--- src/rtl/piso_tx.sv ---
// Parallel-in serial-out transmitter: takes a WIDTH-bit word over valid/ready
// and shifts it out one bit per shift_en step, with gapless back-to-back reload.
module piso_tx #(
  parameter int WIDTH     = 4,
  parameter bit LSB_FIRST = 1'b1
) (
  input  logic             clk,
  input  logic             reset,
  input  logic [WIDTH-1:0] pdata_in,
  input  logic             pvalid,
  output logic             pready,
  input  logic             shift_en,
  output logic             dout,
  output logic             dvalid,
  output logic             dlast,
  output logic             busy
);
  localparam int CW = (WIDTH > 2) ? $clog2(WIDTH) : 1;
  localparam logic [CW-1:0] LAST = CW'(WIDTH - 1);

  typedef enum logic {IDLE, SHIFT} state_e;

  state_e           state_q, state_d;
  logic [WIDTH-1:0] sr_q, sr_d;
  logic [CW-1:0]    cnt_q, cnt_d;
  logic             last;

  assign last = (cnt_q == LAST);

  always_ff @(posedge clk) begin
    if (reset) begin
      state_q <= IDLE;
      sr_q    <= '0;
      cnt_q   <= '0;
    end else begin
      state_q <= state_d;
      sr_q    <= sr_d;
      cnt_q   <= cnt_d;
    end
  end

  always_comb begin
    state_d = state_q;
    sr_d    = sr_q;
    cnt_d   = cnt_q;
    pready  = 1'b0;
    if (!reset) begin
      case (state_q)
        IDLE: begin
          pready = 1'b1;
          if (pvalid) begin
            sr_d    = pdata_in;
            cnt_d   = '0;
            state_d = SHIFT;
          end
        end
        SHIFT: begin
          if (shift_en) begin
            if (!last) begin
              // Zero fill; fill bits are never seen because the word ends first.
              sr_d  = LSB_FIRST ? (sr_q >> 1) : (sr_q << 1);
              cnt_d = cnt_q + 1'b1;
            end else begin
              pready = 1'b1;
              cnt_d  = '0;
              if (pvalid) begin
                sr_d = pdata_in;
              end else begin
                sr_d    = '0;
                state_d = IDLE;
              end
            end
          end
        end
        default: state_d = IDLE;
      endcase
    end
  end

  // Serial outputs come from registered state only.
  assign busy   = (state_q == SHIFT);
  assign dvalid = busy;
  assign dlast  = busy && last;
  assign dout   = busy && (LSB_FIRST ? sr_q[0] : sr_q[WIDTH-1]);

endmodule

--- config.mk ---
export PLATFORM = sky130hd
export DESIGN_NAME = piso_tx
export DESIGN_NICKNAME = d
export VERILOG_FILES = /design/src/rtl/piso_tx.sv
export SDC_FILE = /design/constraint.sdc
export NUM_CORES = 1
export LEC_CHECK = 0
export CELL_PAD_IN_SITES_DETAIL_PLACEMENT = 0
export CELL_PAD_IN_SITES_GLOBAL_PLACEMENT = 1
export CORE_AREA = 10 10 47 49
export CTS_CLUSTER_DIAMETER = 200
export DETAILED_ROUTE_END_ITERATION = 10
export DIE_AREA = 0 0 57 59
export GPL_ROUTABILITY_DRIVEN = 0
export GPL_TIMING_DRIVEN = 0
export MAX_ROUTING_LAYER = met4
export PLACE_DENSITY = 0.82
export SETUP_SLACK_MARGIN = 0.4
export SYNTH_ARGS = -nofsm -noshare
export SYNTH_HDL_FRONTEND = slang
export SYNTH_SLANG_ARGS = --single-unit
--- constraint.sdc ---
create_clock -name clk -period 3.3 [get_ports clk]
set_clock_uncertainty 0.2 [all_clocks]
set_input_delay 0.495 -clock clk [delete_from_list [all_inputs] [get_ports clk]]
set_output_delay 0.495 -clock clk [all_outputs]
set_load 0.005 [all_outputs]
After elaboration in Yosys (flattened, before gate mapping)

Index checks and enable logic that the tools add are counted.

Register bits: 7
Bits in latches: 0
RAM bits: 0
Memory bits (read-only): 0
Word-level logic and storage cells: 28
Memories kept: 0

Add/subtract/negate cells: 1
Multipliers: 0
Divide/modulo/power cells: 0
Order comparisons: 0
Equal/unequal tests: 3
Shifts and indexed selects: 0
Multiplexer cells: 17
Bitwise logic cells: 1
Reductions and logical operators: 3

Operators by type and width:

| operator            | count |
|---|---|
| $mux 4              | 4 |
| $pmux 4 s2          | 1 |
| $mux 1              | 6 |
| $mux 2              | 3 |
| $ne 2x2->1 const B  | 2 |
| $pmux 1 s2          | 2 |
| $pmux 2 s2          | 1 |
| $add 2x1->2 const B | 1 |
| $eq 2x2->1 const B  | 1 |
| $logic_and 1x1->1   | 2 |
| $reduce_and 2->1    | 1 |
| $not 1->1           | 1 |

Longest topological paths before layout

Gate-level depths: netlist (run 1).

Depth in word-level cells: 5
Mapped depth: 4
Depth with buffers taken out: 4

Least setup slack after synthesis (run 1)

Ideal clock, no wire load.

Kind: flip-flop to output port
From: reg cnt_q[0]
To: out pready
Arrival time: 833 ps
Required time: 2,605 ps
Path slack: 1,772 ps
Cell stages (with the launch flop): 4
Buffers on the path: 0
Cell sequence: dfxtp_1 -> ha_1 -> nand2_1 -> a21oi_1

Word-level cells in the longest chain between the ends: 5

Ends and longest elaborated chain:

| what                   | line | RTL |
|---|---|---|
| start, declared        | 25   | `logic [CW-1:0] cnt_q, cnt_d;` |
| start signal, assigned | 38   | `cnt_q <= cnt_d;` |
| $eq 2x2->1             | 28   | `assign last = (cnt_q == LAST);` |
| $mux 1                 | 59   | `if (!last) begin` |
| $mux 1                 | 58   | `if (shift_en) begin` |
| $pmux 1 s2             | 48   | `case (state_q)` |
| $mux 1                 | 47   | `if (!reset) begin` |
| end, declared          | 11   | `output logic pready,` |

Every way passes these cells.

Worst setup path after layout (run 1)

From: in shift_en
To: out pready

Word-level cells in the longest chain between the ends: 3

Ends and longest elaborated chain:

| what            | line | RTL |
|---|---|---|
| start, declared | 12   | `input logic shift_en,` |
| $mux 1          | 58   |  |
| $pmux 1 s2      | 48   |  |
| $mux 1          | 47   |  |

Every way passes these cells.

==> results.sh, run 1 <==
export IMPL_path_clk_slew_ns=0.05
export IMPL_synthTopCellsByCount="nor2_1, dfxtp_1"
export IMPL_synthTopCellsByArea="dfxtp_1, nor2_1, a311oi_1, ha_1, nor2b_1"
export IMPL_arrival_ns=1.82
export IMPL_synth_fp_nets=57
export IMPL_post_route_period_util_pct=76.2
export IMPL_cap_violations=0
export IMPL_yosysTopAreaCell="dfxtp_1"
export IMPL_period_needed_ns=2.52
export IMPL_dieWidth_um=57
export IMPL_ant_nets=0
export IMPL_worst_skew_pair_late_latency_ns=0.25
export IMPL_wl_per_cell_um=11.5
export IMPL_worst_setup_path_start_kind="input pin"
export IMPL_grt_pass1_vias=376
export IMPL_synth_enable_flop_cells=0
export IMPL_grt_pass1_wl_um=1520
export IMPL_diodes=0
export IMPL_vias=392
export IMPL_rsz0062_at_grt="false"
export IMPL_rows=14
export IMPL_areaGrowthSynthToFinish_pct=39.4
export IMPL_antenna_found_initial=0
export IMPL_grt_overflow=0
export IMPL_drc_errors=0
export IMPL_clkPwrFrac_pct=37.0
export IMPL_grt_use_total_pct=5.90
export IMPL_cts_resized=0
export IMPL_cts_hold_buf=0
export IMPL_pwr_share_seq_pct=43.7
export IMPL_first_pass_iters=4
export IMPL_cts_tree="built"
export IMPL_status="completed"
export IMPL_fin_nets=73
export IMPL_finalHoldViolations=0
export IMPL_htree_levels=1
export IMPL_slew_violations=0
export IMPL_fin_ws_ns=0.784
export IMPL_post_route_cell_area_um2=553
export IMPL_tns_ns=0
export IMPL_post_cts_buffers=0
export IMPL_swShare_pct=25.1
export IMPL_layout_drive_gt1_share_pct=11.3
export IMPL_synth_seq_cells=7
export IMPL_yosysWarnings=0
export IMPL_synthesis_area_um2=397
export IMPL_viasPerCell=5.03
export IMPL_crit_required_ns=2.60
export IMPL_fmax_mhz=397
export IMPL_core_area_mm2=0.00140
export IMPL_io_pins=13
export IMPL_ys_async_sr_fraction_pct=0
export IMPL_die_h_um=59
export IMPL_place_ws_ns=0.774
export IMPL_endpoint_kind="output port"
export IMPL_cts_made_buffers=3
export IMPL_syn_inst=47
export IMPL_p_leak_nw=0.219
export IMPL_synth_avg_cell_area_um2=8.44
export IMPL_die_area_mm2=0.00336
export IMPL_yosysMostFrequentCell="nor2_1"
export IMPL_port_buffers=11
export IMPL_clock_root_buffer="clkbuf_4"
export IMPL_cts_sinks=7
export IMPL_setup_viol_count_final=0
export IMPL_start_util_pct=28.3
export IMPL_synth_cell_type_count=22
export IMPL_place_area_um2=527
export IMPL_max_vdd_ir_drop_uv=184
export IMPL_clock_path_buffers=2
export IMPL_drt_initial_drc_count=7
export IMPL_fin_total_pwr_uw=215
export IMPL_hold_class="register to register"
export IMPL_synth_top_cell_area_share_pct=35.3
export IMPL_slew_headroom_pct=77.7
export IMPL_combPwrFrac_pct=19.3
export IMPL_dp_hpwl_um=689
export IMPL_worstMarginPinSlew_ns=0.326
export IMPL_p_sw_uw=54.0
export IMPL_powerDensity_mw_per_mm2=388
export IMPL_wl_um=895
export IMPL_ys_flop_type="dfxtp_1"
export IMPL_grt_max_degree=11
export IMPL_critPathKind="input pin to output port"
export IMPL_p_int_uw=161
export IMPL_ys_seq_area_share_pct=35.3
export IMPL_cp_max_fo=6
==> final timing paths <==
| path | startpoint | endpoint | slack [ns] | depth (start not counted) |
|---|---|---|---|---|
| worst max-delay path | shift_en | pready | 0.78 | 4 |
| worst min-delay path | cnt_q[0]$_SDFFE_PP0P_ | cnt_q[0]$_SDFFE_PP0P_ | 0.29 | 2 |
| worst max register to register | cnt_q[0]$_SDFFE_PP0P_ | sr_q[0]$_SDFFE_PP0P_ | 1.90 | 4 |
| worst min register to register | cnt_q[0]$_SDFFE_PP0P_ | cnt_q[0]$_SDFFE_PP0P_ | 0.29 | 2 |
==> through the flow <==
step                      utilization [%]  cells  hold slack, ns
after detailed placement             37.6     74           0.276
after CTS                            39.5     78           0.297
final                                39.5     78           0.287
after floorplan                         -     47           0.247
after global placement               37.6     74           0.268
after global routing                 39.5     78           0.315
==> metal layers <==
| metal | global-route usage, % | vias up | wire (µm) |
|---|---|---|---|
| li1 | - | 199 | - |
| met1 | 6.63 | 175 | 468 |
| met2 | 7.91 | 13 | 338 |
| met3 | 3.00 | 5 | 58 |
| met4 | 4.03 | 0 | 29 |
| met5 | - | - | 0 |
==> worst max-delay path, stage by stage <==
cell	delay, ns
clkdlybuf4s50_1	0.58
nand2_1	0.08
a21oi_1	0.15
clkdlybuf4s50_1	0.52
==> logic make-up (layout without fill, tap and decap cells) <==
group	Yosys count	in the layout	synth area share [%]
simple gates	23	23	29.7
mux	2	2	5.36
compound gates	9	9	16.7
flops	7	7	35.3
buf+inv	4	19	6.62
fa+ha+maj	2	2	6.31
==> cell usage in the layout, fill, tap and decap left out, types with 2 or more instances in the layout <==
master	netlist	routed
nor2_1	8	8
clkdlybuf4s50_1	0	11
clkbuf_4	0	3
nand2_1	3	3
nor4_1	3	3
nor2b_1	3	3
and2_1	2	2
dfxtp_1	7	7
a21oi_1	3	3
clkbuf_1	1	2
ha_1	2	2
a311oi_1	3	3
==> sequential cells by signal (all words and copies together), names as in the netlist <==
| signal | flops |
|---|---|
| sr_q | 4 |
| cnt_q | 2 |
| busy | 1 |
==> final cells by class <==
class | instances | area [µm²]
fillers | 158 | 848
plain buffers | 3 | 22.5
multi-input cells | 36 | 230
inverters | 1 | 3.75
repair buffers | 11 | 110
clock buffers | 4 | 26.3
flip-flops and latches | 7 | 140
well taps | 16 | 20.0
==> power by group through the flow <==
stage | clock network [mW] | registers [mW] | logic (mW)
final | 0.0795 | 0.0937 | 0.0415
after global routing | 0.0898 | 0.0941 | 0.0459
after CTS | 0.0810 | 0.0937 | 0.0421
after detailed placement | 0 | 0.0955 | 0.0419
after global placement | 0 | 0.0953 | 0.0420
after floorplan | 0 | 0.0949 | 0.0226
(Power assumes the default switching activity.)
==> run 2: changes to the inputs <==
- CORE_AREA: 10 10 47 49 -> default
- CORE_MARGIN: default -> 10
- CORE_UTILIZATION: default -> 30
- DIE_AREA: 0 0 57 59 -> default
- clock period: 3.3 -> 2.4 ns (I/O delays scaled with it)
==> results.sh, run 2 (synthesis gave the netlist of run 1 again) <==
export IMPL_status="completed"
export IMPL_endpoint_kind="output port"
export IMPL_cts_hold_buf=0
export IMPL_multiInputGateArea_um2=243
export IMPL_dp_cells=73
export IMPL_post_route_util_pct=45.8
export IMPL_finalHoldViolations=0
export IMPL_rows=13
export IMPL_max_vdd_ir_drop_uv=244
export IMPL_place_area_um2=526
export IMPL_antenna_found_initial=0
export IMPL_worstMarginPinSlew_ns=0.355
export IMPL_fin_cells=79
export IMPL_start_util_pct=31.3
export IMPL_clock_root_buffer="clkbuf_4"
export IMPL_worst_setup_path_start_kind="register"
export IMPL_arrival_ns=1.38
export IMPL_final_cell_mix="clkdlybuf4s50_1, nor2_1, dfxtp_1"
export IMPL_register_area_um2=144
export IMPL_critPathKind="register to output port"
export IMPL_fmax_mhz=516
export IMPL_cts_made_buffers=3
export IMPL_setup_viol_count_final=0
export IMPL_path_clk_slew_ns=0.05
export IMPL_ant_nets=0
export IMPL_core_area_mm2=0.00127
export IMPL_post_route_cell_area_um2=581
export IMPL_largest_register="sr_q"
export IMPL_rsz0062_at_grt="false"
export IMPL_diodes=0
export IMPL_io_pins=13
export IMPL_port_buffers=11
export IMPL_nFillCells=138
export IMPL_fin_nets=75
export IMPL_cts_tree="built"
export IMPL_powerDensity_mw_per_mm2=507
export IMPL_slew_violations=0
export IMPL_cts_sinks=7
export IMPL_grt_max_degree=11
export IMPL_first_pass_iters=5
export IMPL_layout_drive_gt1_share_pct=20.3
export IMPL_tns_ns=0
export IMPL_viasPerCell=4.80
export IMPL_grt_overflow=0
export IMPL_p_leak_nw=0.232
export IMPL_grt_use_total_pct=6.07
export IMPL_grt_pass1_wl_um=1580
export IMPL_dieWidth_um=56.4
export IMPL_grt_pass1_vias=346
export IMPL_vias=379
export IMPL_slew_headroom_pct=76.3
export IMPL_layout_commonest_cell="clkdlybuf4s50_1"
export IMPL_die_h_um=56.4
export IMPL_worst_skew_pair_late_latency_ns=0.25
export IMPL_clock_path_buffers=2
export IMPL_post_route_period_util_pct=80.7
export IMPL_drt_initial_drc_count=3
export IMPL_wl_per_cell_um=11.9
export IMPL_period_needed_ns=1.94
export IMPL_crit_required_ns=1.84
export IMPL_cap_violations=0
export IMPL_drc_errors=0
export IMPL_die_area_mm2=0.00318
export IMPL_dp_hpwl_um=706
export IMPL_largest_reg_flops=4
export IMPL_cp_max_fo=4
export IMPL_htree_levels=1
export IMPL_wl_um=939
export IMPL_hold_class="input pin to register"
export IMPL_areaGrowthSynthToFinish_pct=46.4
run 2: cell count changes in the layout (fill, tap and decap cells not counted), moves of 2 or more:
cell | before | now
clkdlybuf4s50_1 | 11 | 9
buf_4 | 1 | 3
dfxtp_1 | 7 | 4
dfxtp_2 | 0 | 3
dlygate4sd2_1 | 0 | 2
run 2: cell type report:
| type | count | area share [%] |
|---|---|---|
| inverters | 1 | 0.647 |
| repair buffers | 13 | 21.1 |
| plain buffers | 3 | 3.88 |
| flip-flops and latches | 7 | 24.8 |
| clock buffers | 4 | 4.53 |
| well taps | 15 | 3.23 |
| multi-input cells | 36 | 41.8 |
run 2: per-stage QoR:
stage	power, mW	hold slack [ns]	setup WS, ns
final	0.295	0.249	0.464
after global routing	0.318	0.291	0.400
after CTS	0.299	0.262	0.442
after detailed placement	0.189	0.270	0.134
after global placement	0.189	0.273	0.134
after floorplan	0.162	0.247	1.01
run 2: timing repair:
action                     CTS  global route
setup endpoints to repair    2             2
buffers inserted             2             0
pin swaps                    1             0
gates resized for setup      6             1
run 2: critical path, cell delays in order (launching register included):
cell and delay, ns:
dfxtp_2 0.37, ha_4 0.14, and2_1 0.12, clkdlybuf4s50_1 0.50
run 2: layer usage:
layer	vias up	wire length [µm]	track usage (%)
met4	0	0	1.03
met3	0	85	4.72
met5	-	0	-
met1	168	420	7.06
li1	201	-	-
met2	10	433	8.08
run 2: path summary, 6_finish.rpt:
kind	startpoint	endpoint	cells after the start	slack, ns
setup reg to reg	cnt_q[0]$_SDFFE_PP0P_	sr_q[2]$_SDFFE_PP0P_	6	0.91
setup / recovery	cnt_q[0]$_SDFFE_PP0P_	dlast	3	0.46
hold reg to reg	sr_q[3]$_SDFFE_PP0P_	sr_q[3]$_SDFFE_PP0P_	2	0.28
hold / removal	reset	busy$_SDFF_PP0_	2	0.25
run 2: where the power goes:
part           leakage, nW  switching [mW]  internal [mW]
registers           0.0589         0.00479          0.125
logic                0.158          0.0244         0.0321
clock network       0.0150          0.0449         0.0635
==> run 3: changes to the inputs <==
- clock period: 2.4 -> 1.95 ns (I/O delays scaled with it)
==> results.sh, run 3 (synthesis gave the netlist of run 1 again) <==
export IMPL_core_area_mm2=0.00127
export IMPL_wl_met2_um=500
export IMPL_grt_pass1_wl_um=1670
export IMPL_critPathTopFamily="flip-flops"
export IMPL_ant_nets=0
export IMPL_hold_depth=2
export IMPL_min_to="busy$_SDFF_PP0_"
export IMPL_worst_skew_pair_late_latency_ns=0.25
export IMPL_cpPeakStageDelay_ns=0.35
export IMPL_cap_violations=0
export IMPL_tns_ns=0
export IMPL_worstReg2RegEnd="sr_q[3]$_SDFFE_PP0P_"
export IMPL_largest_reg_flops=4
export IMPL_place_area_um2=526
export IMPL_grt_use_total_pct=6.49
export IMPL_hold_class="input pin to register"
export IMPL_whs_ns=0.202
export IMPL_grt_max_degree=10
export IMPL_status="completed"
export IMPL_worst_setup_path_start_kind="register"
export IMPL_htree_levels=1
export IMPL_crit_required_ns=1.46
export IMPL_period_needed_ns=1.60
export IMPL_setup_viol_count_final=0
export IMPL_dr_wl_met3_um=72
export IMPL_fin_nets=80
export IMPL_diodes=0
export IMPL_arrival_ns=1.10
export IMPL_place_ws_ns=-0.181
export IMPL_start_util_pct=31.3
export IMPL_crit_chain="ha_4 > buf_6 > nand2_4 > a21oi_2 > buf_2"
export IMPL_grt_overflow=0
export IMPL_highest_layer="met3"
export IMPL_post_route_util_pct=48.9
export IMPL_endpoint_kind="output port"
export IMPL_slew_violations=0
export IMPL_rows=13
export IMPL_areaGrowthSynthToFinish_pct=56.5
export IMPL_fmax_mhz=626
export IMPL_dieWidth_um=56.4
export IMPL_critPathKind="register to output port"
export IMPL_critPathSlowestCell="dfxtp_2"
export IMPL_fin_ws_ns=0.353
export IMPL_layout_commonest_cell="nor2_1"
export IMPL_register_area_um2=144
export IMPL_largest_register="sr_q"
export IMPL_die_area_mm2=0.00318
export IMPL_rsz0062_at_grt="true"
export IMPL_cts_made_buffers=3
export IMPL_worstMarginPinSlew_ns=0.395
export IMPL_clock_path_buffers=2
export IMPL_wl_per_cell_um=12.2
export IMPL_min_from="reset"
export IMPL_reg2reg_slack_ns=0.46
export IMPL_dp_hpwl_um=706
export IMPL_io_pins=13
export IMPL_drc_errors=0
export IMPL_finalHoldViolations=0
export IMPL_post_route_period_util_pct=81.9
export IMPL_vias=407
export IMPL_viasPerCell=4.85
export IMPL_wl_um=1020
export IMPL_final_cell_mix="nor2_1, buf_4, clkdlybuf4s50_1, dfxtp_1"
export IMPL_layout_drive_gt1_share_pct=33.3
export IMPL_cp_max_fo=2
export IMPL_crit_reg2reg_launch="busy$_SDFF_PP0_"
export IMPL_reg2reg_depth=6
export IMPL_p_leak_nw=0.276
export IMPL_grt_pass1_vias=380
export IMPL_drt_initial_drc_count=5
export IMPL_post_route_cell_area_um2=621
export IMPL_antenna_found_initial=0
export IMPL_clock_root_buffer="clkbuf_4"
export IMPL_path_buf_inv=2
export IMPL_slew_headroom_pct=73.7
export IMPL_cts_sinks=7
export IMPL_die_h_um=56.4
export IMPL_max_vdd_ir_drop_uv=300
export IMPL_port_buffers=11
export IMPL_powerDensity_mw_per_mm2=595
export IMPL_wl_met1_um=450
export IMPL_nFillCells=141
export IMPL_cts_tree="built"
export IMPL_path_clk_slew_ns=0.05
export IMPL_first_pass_iters=3
export IMPL_multiInputGateArea_um2=254
run 3: changes by cell type in the layout (fill, tap and decap cells not counted), sizes merged:
cell	before	now
dlygate4sd2	2	3
buf	4	11
clkbuf	5	6
clkdlybuf4s50	9	5
run 3: worst max-delay path by stage:
stage,startpoint,to,slack (ns),depth (start not counted)
6_report,cnt_q[0]$_SDFFE_PP0P_,pready,0.35,5
5_1_grt,cnt_q[0]$_SDFFE_PP0P_,pready,0.30,5
4_1_cts,cnt_q[1]$_SDFFE_PP0P_,pready,0.30,5
3_5_place_dp,shift_en,pready,-0.18,4
3_3_place_gp,shift_en,pready,-0.18,4
2_1_floorplan,cnt_q[0]$_SDFFE_PP0P_,pready,0.62,3
run 3: layer usage:
metal / global-route usage, % / up-vias
met1: 7.06 / 186
li1: - / 211
met3: 4.49 / 0
met5: - / -
met2: 9.67 / 10
met4: 1.03 / 0
run 3: per-stage QoR:
step	power, mW	instances
2_1_floorplan	0.199	47
3_3_place_gp	0.232	73
3_5_place_dp	0.233	73
4_1_cts	0.375	84
5_1_grt	0.400	84
6_report	0.369	84
run 3: cell type report:
cell class / instances / area share (%)
well taps: 15 / 3.02
repair buffers: 18 / 24.4
inverters: 1 / 0.605
multi-input cells: 36 / 40.9
clock buffers: 4 / 4.23
plain buffers: 3 / 3.63
flip-flops and latches: 7 / 23.2
run 3: power by group:
group,switching [mW],total [mW],internal [mW]
logic,0.0336,0.0775,0.0439
clock network,0.0545,0.133,0.0782
registers,0.00542,0.159,0.154
total,0.0936,0.369,0.276
run 3: timing repair:
item	4_1_cts	5_1_grt
resized for setup	20	4
hold buffers	0	0
endpoints found under the setup margin	5	7
pin swaps	1	3
setup buffers	7	0
